<file path="config.mk">
export PLATFORM = sky130hd
export DESIGN_NAME = triple_buffer_reader
export DESIGN_NICKNAME = d
export VERILOG_FILES = /design/src/rtl/triple_buffer_reader.sv
export SDC_FILE = /design/constraint.sdc
export NUM_CORES = 1
export LEC_CHECK = 0
export BUFFER_PORTS_ARGS = -buffer_cell sky130_fd_sc_hd__buf_2
export CORE_UTILIZATION = 57
export DETAILED_ROUTE_END_ITERATION = 8
export PLACE_DENSITY = 0.84
export SLEW_MARGIN = 0
export SYNTH_ARGS = -nofsm -noshare
export SYNTH_HDL_FRONTEND = slang
export SYNTH_SLANG_ARGS = --single-unit
</file>
<file path="constraint.sdc">
create_clock -name clk -period 3.8 [get_ports clk]
set_clock_uncertainty 0.2 [all_clocks]
set_input_delay 0.19 -clock clk [delete_from_list [all_inputs] [get_ports clk]]
set_output_delay 0.19 -clock clk [all_outputs]
set_load 0.01 [all_outputs]
</file>
<file path="src/rtl/triple_buffer_reader.sv">
// triple_buffer_reader
//   Read-side controller of a three-buffer frame store. Tracks the newest
//   complete frame, claims it for reading, streams its word addresses to the
//   consumer with a valid/ready handshake, and tells the writer which buffer
//   it may fill next so that reader and writer never share a buffer.
//
//   Optional feature: define TRIPLE_BUFFER_READER_DROP_CNT_EN to add the
//   drop_count[7:0] output, a saturating count of unread frames that were
//   overwritten by a newer one.
module triple_buffer_reader #(
    parameter int width = 16,
    parameter int DEPTH = 65536
) (
    input  logic             clk,
    input  logic             reset,
    input  logic             wr_done,
    input  logic [1:0]       wr_buf,
    output logic [1:0]       wr_next_buf,
    input  logic             rd_ready,
    output logic             rd_valid,
    output logic [width-1:0] rd_addr,
    output logic [1:0]       rd_buf,
    output logic             frame_done,
`ifdef TRIPLE_BUFFER_READER_DROP_CNT_EN
    output logic [7:0]       drop_count,
`endif
    output logic             proto_err
);

    typedef enum logic {
        IDLE   = 1'b0,
        STREAM = 1'b1
    } state_t;

    localparam logic [width-1:0] LAST_ADDR = width'(DEPTH - 1);

    state_t     state;
    state_t     state_next;
    logic [1:0] latest;
    logic       new_flag;
    logic       wr_accept;
    logic       wr_reject;
    logic       claim;
    logic       xfer;
    logic       last_xfer;

    // Decode of this cycle's events: writer hand-over, claim and consumer transfer.
    always_comb begin
        wr_reject = wr_done && ((wr_buf == rd_buf) || (wr_buf == 2'd3));
        wr_accept = wr_done && !wr_reject;
        claim     = (state == IDLE) && new_flag;
        xfer      = (state == STREAM) && rd_ready;
        last_xfer = xfer && (rd_addr == LAST_ADDR);
    end

    // Buffer offered to the writer: the one that is neither latest nor being read.
    // Right after a claim latest equals rd_buf, leaving two free buffers; the
    // writer is then pointed at the one preceding rd_buf in the 0-1-2 rotation.
    always_comb begin
        // NOTE: every always_comb output gets a default first so no path can
        // leave it unassigned and infer a latch.
        wr_next_buf = 2'd0;
        if (latest != rd_buf) begin
            wr_next_buf = 2'd3 - latest - rd_buf;
        end else begin
            case (rd_buf)
                2'd0:    wr_next_buf = 2'd2;
                2'd1:    wr_next_buf = 2'd0;
                2'd2:    wr_next_buf = 2'd1;
                default: wr_next_buf = 2'd0;
            endcase
        end
    end

    // State register of the IDLE/STREAM sequencer.
    always_ff @(posedge clk or negedge reset) begin
        // NOTE: sequential state uses non-blocking assignments so every
        // register samples pre-edge values, independent of block order.
        if (!reset) begin
            state <= IDLE;
        end else begin
            state <= state_next;
        end
    end

    // Next-state logic: claim a pending frame, stream until its last word is accepted.
    always_comb begin
        state_next = state;
        case (state)
            IDLE:    if (claim)     state_next = STREAM;
            STREAM:  if (last_xfer) state_next = IDLE;
            default: state_next = IDLE;
        endcase
    end

    assign rd_valid = (state == STREAM);

    // Frame bookkeeping, read address counter, frame_done pulse and sticky error.
    always_ff @(posedge clk or negedge reset) begin
        // NOTE: a mid-frame reset must abort streaming at once, so every
        // control register takes the asynchronous reset, including rd_addr.
        if (!reset) begin
            latest     <= 2'd0;
            new_flag   <= 1'b0;
            rd_buf     <= 2'd1;
            rd_addr    <= '0;
            frame_done <= 1'b0;
            proto_err  <= 1'b0;
        end else begin
            frame_done <= last_xfer;
            if (wr_reject) begin
                proto_err <= 1'b1;
            end
            // A claim reads the pre-edge latest; a simultaneous hand-over
            // becomes the next pending frame, so new_flag stays set.
            if (wr_accept) begin
                latest   <= wr_buf;
                new_flag <= 1'b1;
            end else if (claim) begin
                new_flag <= 1'b0;
            end
            if (claim) begin
                rd_buf  <= latest;
                rd_addr <= '0;
            end else if (xfer) begin
                rd_addr <= last_xfer ? '0 : rd_addr + width'(1);
            end
        end
    end

`ifdef TRIPLE_BUFFER_READER_DROP_CNT_EN
    // Saturating count of unread frames replaced by a newer one.
    always_ff @(posedge clk or negedge reset) begin
        if (!reset) begin
            drop_count <= 8'd0;
        end else if (wr_accept && new_flag && !claim && (drop_count != 8'hff)) begin
            drop_count <= drop_count + 8'd1;
        end
    end
`endif

endmodule
</file>
# Yosys cells after proc, flatten, opt, wreduce, memory -nomap -nowiden
# Cells that the tools add are included.
dict set report totals {
  ff_bits 24
  input_bits 6
  out_inout_bits 23
  elab_cells 36
}
dict set report op_classes {
  n_addsub 3
  n_eq_ne 5
  mux 10
  bitwise 1
  n_reduce_logical 10
}
# operator count
set ops {}
lappend ops {{$mux W16} 3}
lappend ops {{$add A16 B1 Y16 const B} 1}
lappend ops {{$eq A16 B16 Y1 const B} 1}
lappend ops {{$logic_and A1 B1 Y1} 5}
lappend ops {{$eq A2 B2 Y1 const B} 2}
lappend ops {{$mux W1} 4}
lappend ops {{$pmux W2 S2} 1}
lappend ops {{$reduce_bool A2 Y1} 2}
lappend ops {{$eq A2 B2 Y1} 1}
lappend ops {{$logic_not A2 Y1} 1}
lappend ops {{$mux W2} 1}
lappend ops {{$ne A2 B2 Y1} 1}
lappend ops {{$pmux W1 S2} 1}
lappend ops {{$sub A2 B2 Y2} 1}
lappend ops {{$sub A2 B2 Y2 const A} 1}
lappend ops {{$logic_not A1 Y1} 1}
lappend ops {{$logic_or A1 B1 Y1} 1}
lappend ops {{$not A1 Y1} 1}

# Longest topological paths before layout
dict set report depth {
  depth_word 6
  depth_mapped 6
  depth_no_buf 5
}

# Least setup slack after synthesis
# No wires, ideal clock.
dict set report synth_path {
  path_kind {reg2reg}
  startpoint {register rd_addr[0]}
  endpoint {register rd_addr[7]}
  setup_ps 150
  arrival_ps 1544
  required_ps 3450
  slack_ps 1907
  stages_incl_launch_ff 6
  path_buffers 0
  synth_period_minus_slack_ps 1893
  cell_sequence {dfrtp_1 ha_1 nand3_1 or4_4 nand4_1 o311ai_0}
}
dict set report synth_via {
  elab_chain_cells 5
  word_cells_on_any_way 6
  cone_classes {add/sub (1); eq/ne (1); mux (3); reduce/logical (1)}
}
# item line
set synth_rtl {}
lappend synth_rtl {{start: declaration} 21} ;# output logic [width-1:0] rd_addr,
lappend synth_rtl {{start signal: assignment} 126} ;# rd_addr <= last_xfer ? '0 : rd_addr + width'(1);
lappend synth_rtl {{branches (longest 2 deep; another with $add A16 B1 Y16)} -}
lappend synth_rtl {{$mux W16 (*)} 126}
lappend synth_rtl {{$mux W16 (*)} 125} ;# end else if (xfer) begin
lappend synth_rtl {{$mux W16 (*)} 122} ;# if (claim) begin
# Every way passes the cells marked *. The select of a mux whose other input is x is not followed.
# A chain may end at the register's enable or synchronous reset.

# Worst setup path in the final report
dict set report layout_path {
  startpoint {register rd_addr[0]}
  endpoint {register rd_addr[11]}
}
# Same word-level chain as after synthesis.

==> flow_metrics.py <==
metrics = {
    "worst_setup_path": {
        "worstSetupPathType": "register to register",
        "cp_max_fo": 6,
        "critPathSlowestCell": "nor4_1",
        "r2r_start": "rd_addr[0]",
        "required_ns": 3.81,
        "ff2ff_setup_slack_ns": 1.64,
        "startpoint_type": "register",
        "crit_arrival_ns": 2.17,
        "crit_buf_inv": 0,
        "crit_family": "simple AND/OR/NAND/NOR gates",
        "reg2regPathDepth": 5,
        "r2r-end": "rd_addr[11]",
        "path_cells": "ha_1 -> nand3_1 -> nor4_1 -> nor2_1 -> a31o_2",
        "cp-end-kind": "register",
        "critPathMaxStageDelay_ns": 0.48,
    },
    "clock_network": {
        "clkLatencyLatePin_ns": 0.31,
        "cts_tree": "yes",
        "clock_path_buffers": 2,
        "cts_root_buf": "clkbuf_4",
        "cts.clk_slew.worst_paths_ns": 0.13,
        "ctsResizeCount": 0,
        "holdBufCountCts": 4,
        "cts_made_buffers": 3,
        "htree_levels": 1,
        "cts_sinks": 24,
        "cts_setup_buffers": 0,
    },
    "placed_design": {
        "dp_hpwl_mm": 2.32,
        "gp_congestion": 0.935,
        "port_buffers": 28,
    },
    "sta": {
        "rsz0062_at_grt": "false",
        "relSlewSlack": 0.538,
        "tns_ns": 0,
        "fmax_mhz": 463,
        "setup_viol": 0,
        "finalCritPeriodShare": 0.569,
        "worst_pin_slew_ns": 0.690,
        "hold_slack_ns": 0.00861,
        "fin_crit_ns": 2.16,
        "drv_slew": 0,
        "final_hold_viol_count": 0,
    },
    "drt": {
        "met3_length_microns": 126,
        "drt-initial-drc-count": 52,
        "vias_per_cell": 6.16,
        "wl_met2_mm": 1.57,
        "drc": 0,
        "first_pass_iters": 4,
        "vias": 1294,
        "drtAntennaViolNets": 0,
        "wire_per_inst_microns": 15.2,
        "met1_length_mm": 1.43,
        "highest_layer": "met4",
        "routed_wl_mm": 3.18,
    },
    "run_status": {
        "status": "finished clean",
    },
    "synthesis": {
        "synth_top_area_frac": 0.422,
        "ys_warn_count": 0,
        "ys_ff_latch": 24,
        "synthTopCellsByArea": "dfrtp_1 (42%), o21ai_0 (5.5%), nand2_1 (5.0%)",
        "synth.avg_cell_area_sq_um": 9.09,
        "synth-async-reset-ratio": 1.00,
        "synth_top_area_cell": "dfrtp_1",
        "synth_area_sq_mm": 0.00136,
        "ys_types": 45,
        "synth_edf_count": 0,
        "synth_nets": 158,
        "seq_area_frac_synth": 0.441,
        "ys.flop_type": "dfrtp_1",
        "synth_cells": 150,
    },
    "power_and_ir_drop": {
        "p_comb_frac": 0.178,
        "powerDensity_mw_per_mm2": 327,
        "p_leak_uw": 0.000733,
        "p_sw_frac": 0.288,
        "vdd_drop_max_mv": 0.258,
        "p_seq_frac": 0.572,
        "clkPwrFrac": 0.250,
        "p_int_uw": 373,
        "totalPowerFinal_uw": 523,
        "p_switching_uw": 151,
    },
    "job": {
        "maxCapViolCount": 0,
    },
    "floorplan": {
        "fp.dieArea_sq_mm": 0.00259,
        "start_util": 0.611,
        "io_pins": 29,
        "die_x_microns": 50.9,
        "dieHeight_microns": 50.9,
        "placementRows": 17,
        "core_sq_mm": 0.00223,
    },
    "cells_and_area": {
        "area_growth_pct": 17.2,
        "drive_gt1_frac": 0.231,
        "nets": 191,
        "fillers": 178,
        "n_antenna_cell": 0,
    },
    "global_route": {
        "overflow": 0,
        "grt_start_max_net_pins": 25,
        "grt_pass1_wl_mm": 5.21,
        "grt_use_total": 0.271,
        "antenna_found_initial": 0,
        "grt_pass1_vias": 1172,
    },
    "hold_path": {
        "hp-class": "primary input to register",
        "holdPathStages": 3,
        "hold_end": "rd_addr[13]",
        "min_from": "rd_ready",
    },
}
## routing by layer
| metal | global-route usage | vias to the layer above |
|---|---|---|
| li1 | - | 630 |
| met1 | 0.352 | 611 |
| met2 | 0.471 | 46 |
| met3 | 0.0179 | 7 |
| met4 | 0.102 | 0 |
| met5 | 0 | - |
## layout by cell type (no fill, tap or decap), drive strengths merged, types with 2 or more instances in the layout
cell,n
buf,28
dfrtp,23
nand2,18
o21ai,17
nand3,11
nor2,8
inv,6
nand4,6
and3,5
a21oi,4
dlygate4sd3,4
clkbuf,4
nor4,3
nand2b,3
a22o,3
a31oi,3
and4,3
mux2i,2
nor2b,2
mux2,2
nor3,2
o2bb2ai,2
o31ai,2
or3,2
ha,2
or4,2
## worst max-delay path by stage
stage,startpoint,to,cells past startpoint
2_1_floorplan,rd_addr[0],rd_addr[7],5
3_3_place_gp,rd_addr[0],rd_addr[11],5
3_5_place_dp,rd_addr[0],rd_addr[11],5
4_1_cts,rd_addr[0],rd_addr[11],5
5_1_grt,rd_addr[0],rd_addr[11],5
6_report,rd_addr[0],rd_addr[11],5
## cell families (layout without fill, tap and decap cells)
logic type	count (synthesis)	count (layout)	synth area share
adder cells (fa/ha/maj)	2	2	0.0183
flip-flops	24	24	0.441
AND/OR/NAND/NOR	70	70	0.291
buffers and inverters	10	42	0.0294
AO/OA/AOI/OAI	39	39	0.183
XOR/XNOR	1	1	0.00642
multiplexers	4	4	0.0312
## sequential cells by signal, summed over array words and instances, names as in the netlist
signal / flops
frame_done: 1
new_flag: 1
proto_err: 1
rd_addr: 16
latest: 2
rd_buf: 2
rd_valid: 1
## synth_stat cells, types with 2 or more instances
| master | number |
|---|---|
| a22o_1 | 3 |
| o31ai_1 | 2 |
| a31oi_1 | 3 |
| nand2b_1 | 3 |
| nor3_1 | 2 |
| a21oi_1 | 4 |
| nor2b_1 | 2 |
| mux2i_1 | 2 |
| dfrtp_1 | 23 |
| nor4_1 | 3 |
| and4_2 | 2 |
| nand3_1 | 11 |
| nor2_1 | 8 |
| o21ai_0 | 15 |
| nand4_1 | 5 |
| nand2_1 | 18 |
| buf_2 | 2 |
| mux2_2 | 2 |
| or3_1 | 2 |
| o2bb2ai_1 | 2 |
| o21ai_1 | 2 |
| clkbuf_1 | 2 |
| and3_1 | 4 |
| inv_1 | 6 |
| ha_1 | 2 |
## worst reg2reg max path, stage by stage (launching register included)
cell,delay (ns)
dfrtp_1,0.43
ha_1,0.29
nand3_1,0.20
nor4_1,0.48
nor2_1,0.18
a31o_2,0.26
## layout make-up
class,instances,area (sq um),share of cell area
clock buffers,4,36.3,0.0227
inverters,6,22.5,0.0141
multi-input cells,116,722,0.452
flip-flops and latches,24,602,0.377
well taps,28,35.0,0.0219
repair buffers,32,180,0.113
## power groups by stage
stage                     registers [uW]  logic [uW]  clock network [uW]
final                                299        93.0                 131
after global routing                 304         101                 144
after CTS                            299        93.5                 135
after detailed placement             304        90.3                   0
after global placement               302        87.1                   0
after floorplan                      304        48.7                   0
## metrics by stage
step / area (sq um) / utilization / cells / setup WS (ns)
after global routing: 1600 / 0.715 / 210 / 1.52
after floorplan: 1360 / - / 150 / 1.91
after CTS: 1600 / 0.715 / 210 / 1.67
after detailed placement: 1520 / 0.681 / 202 / 1.70
after global placement: 1520 / 0.681 / 202 / 1.62
final: 1600 / 0.715 / 210 / 1.64
Note: power is estimated with default switching activity, not from simulation.
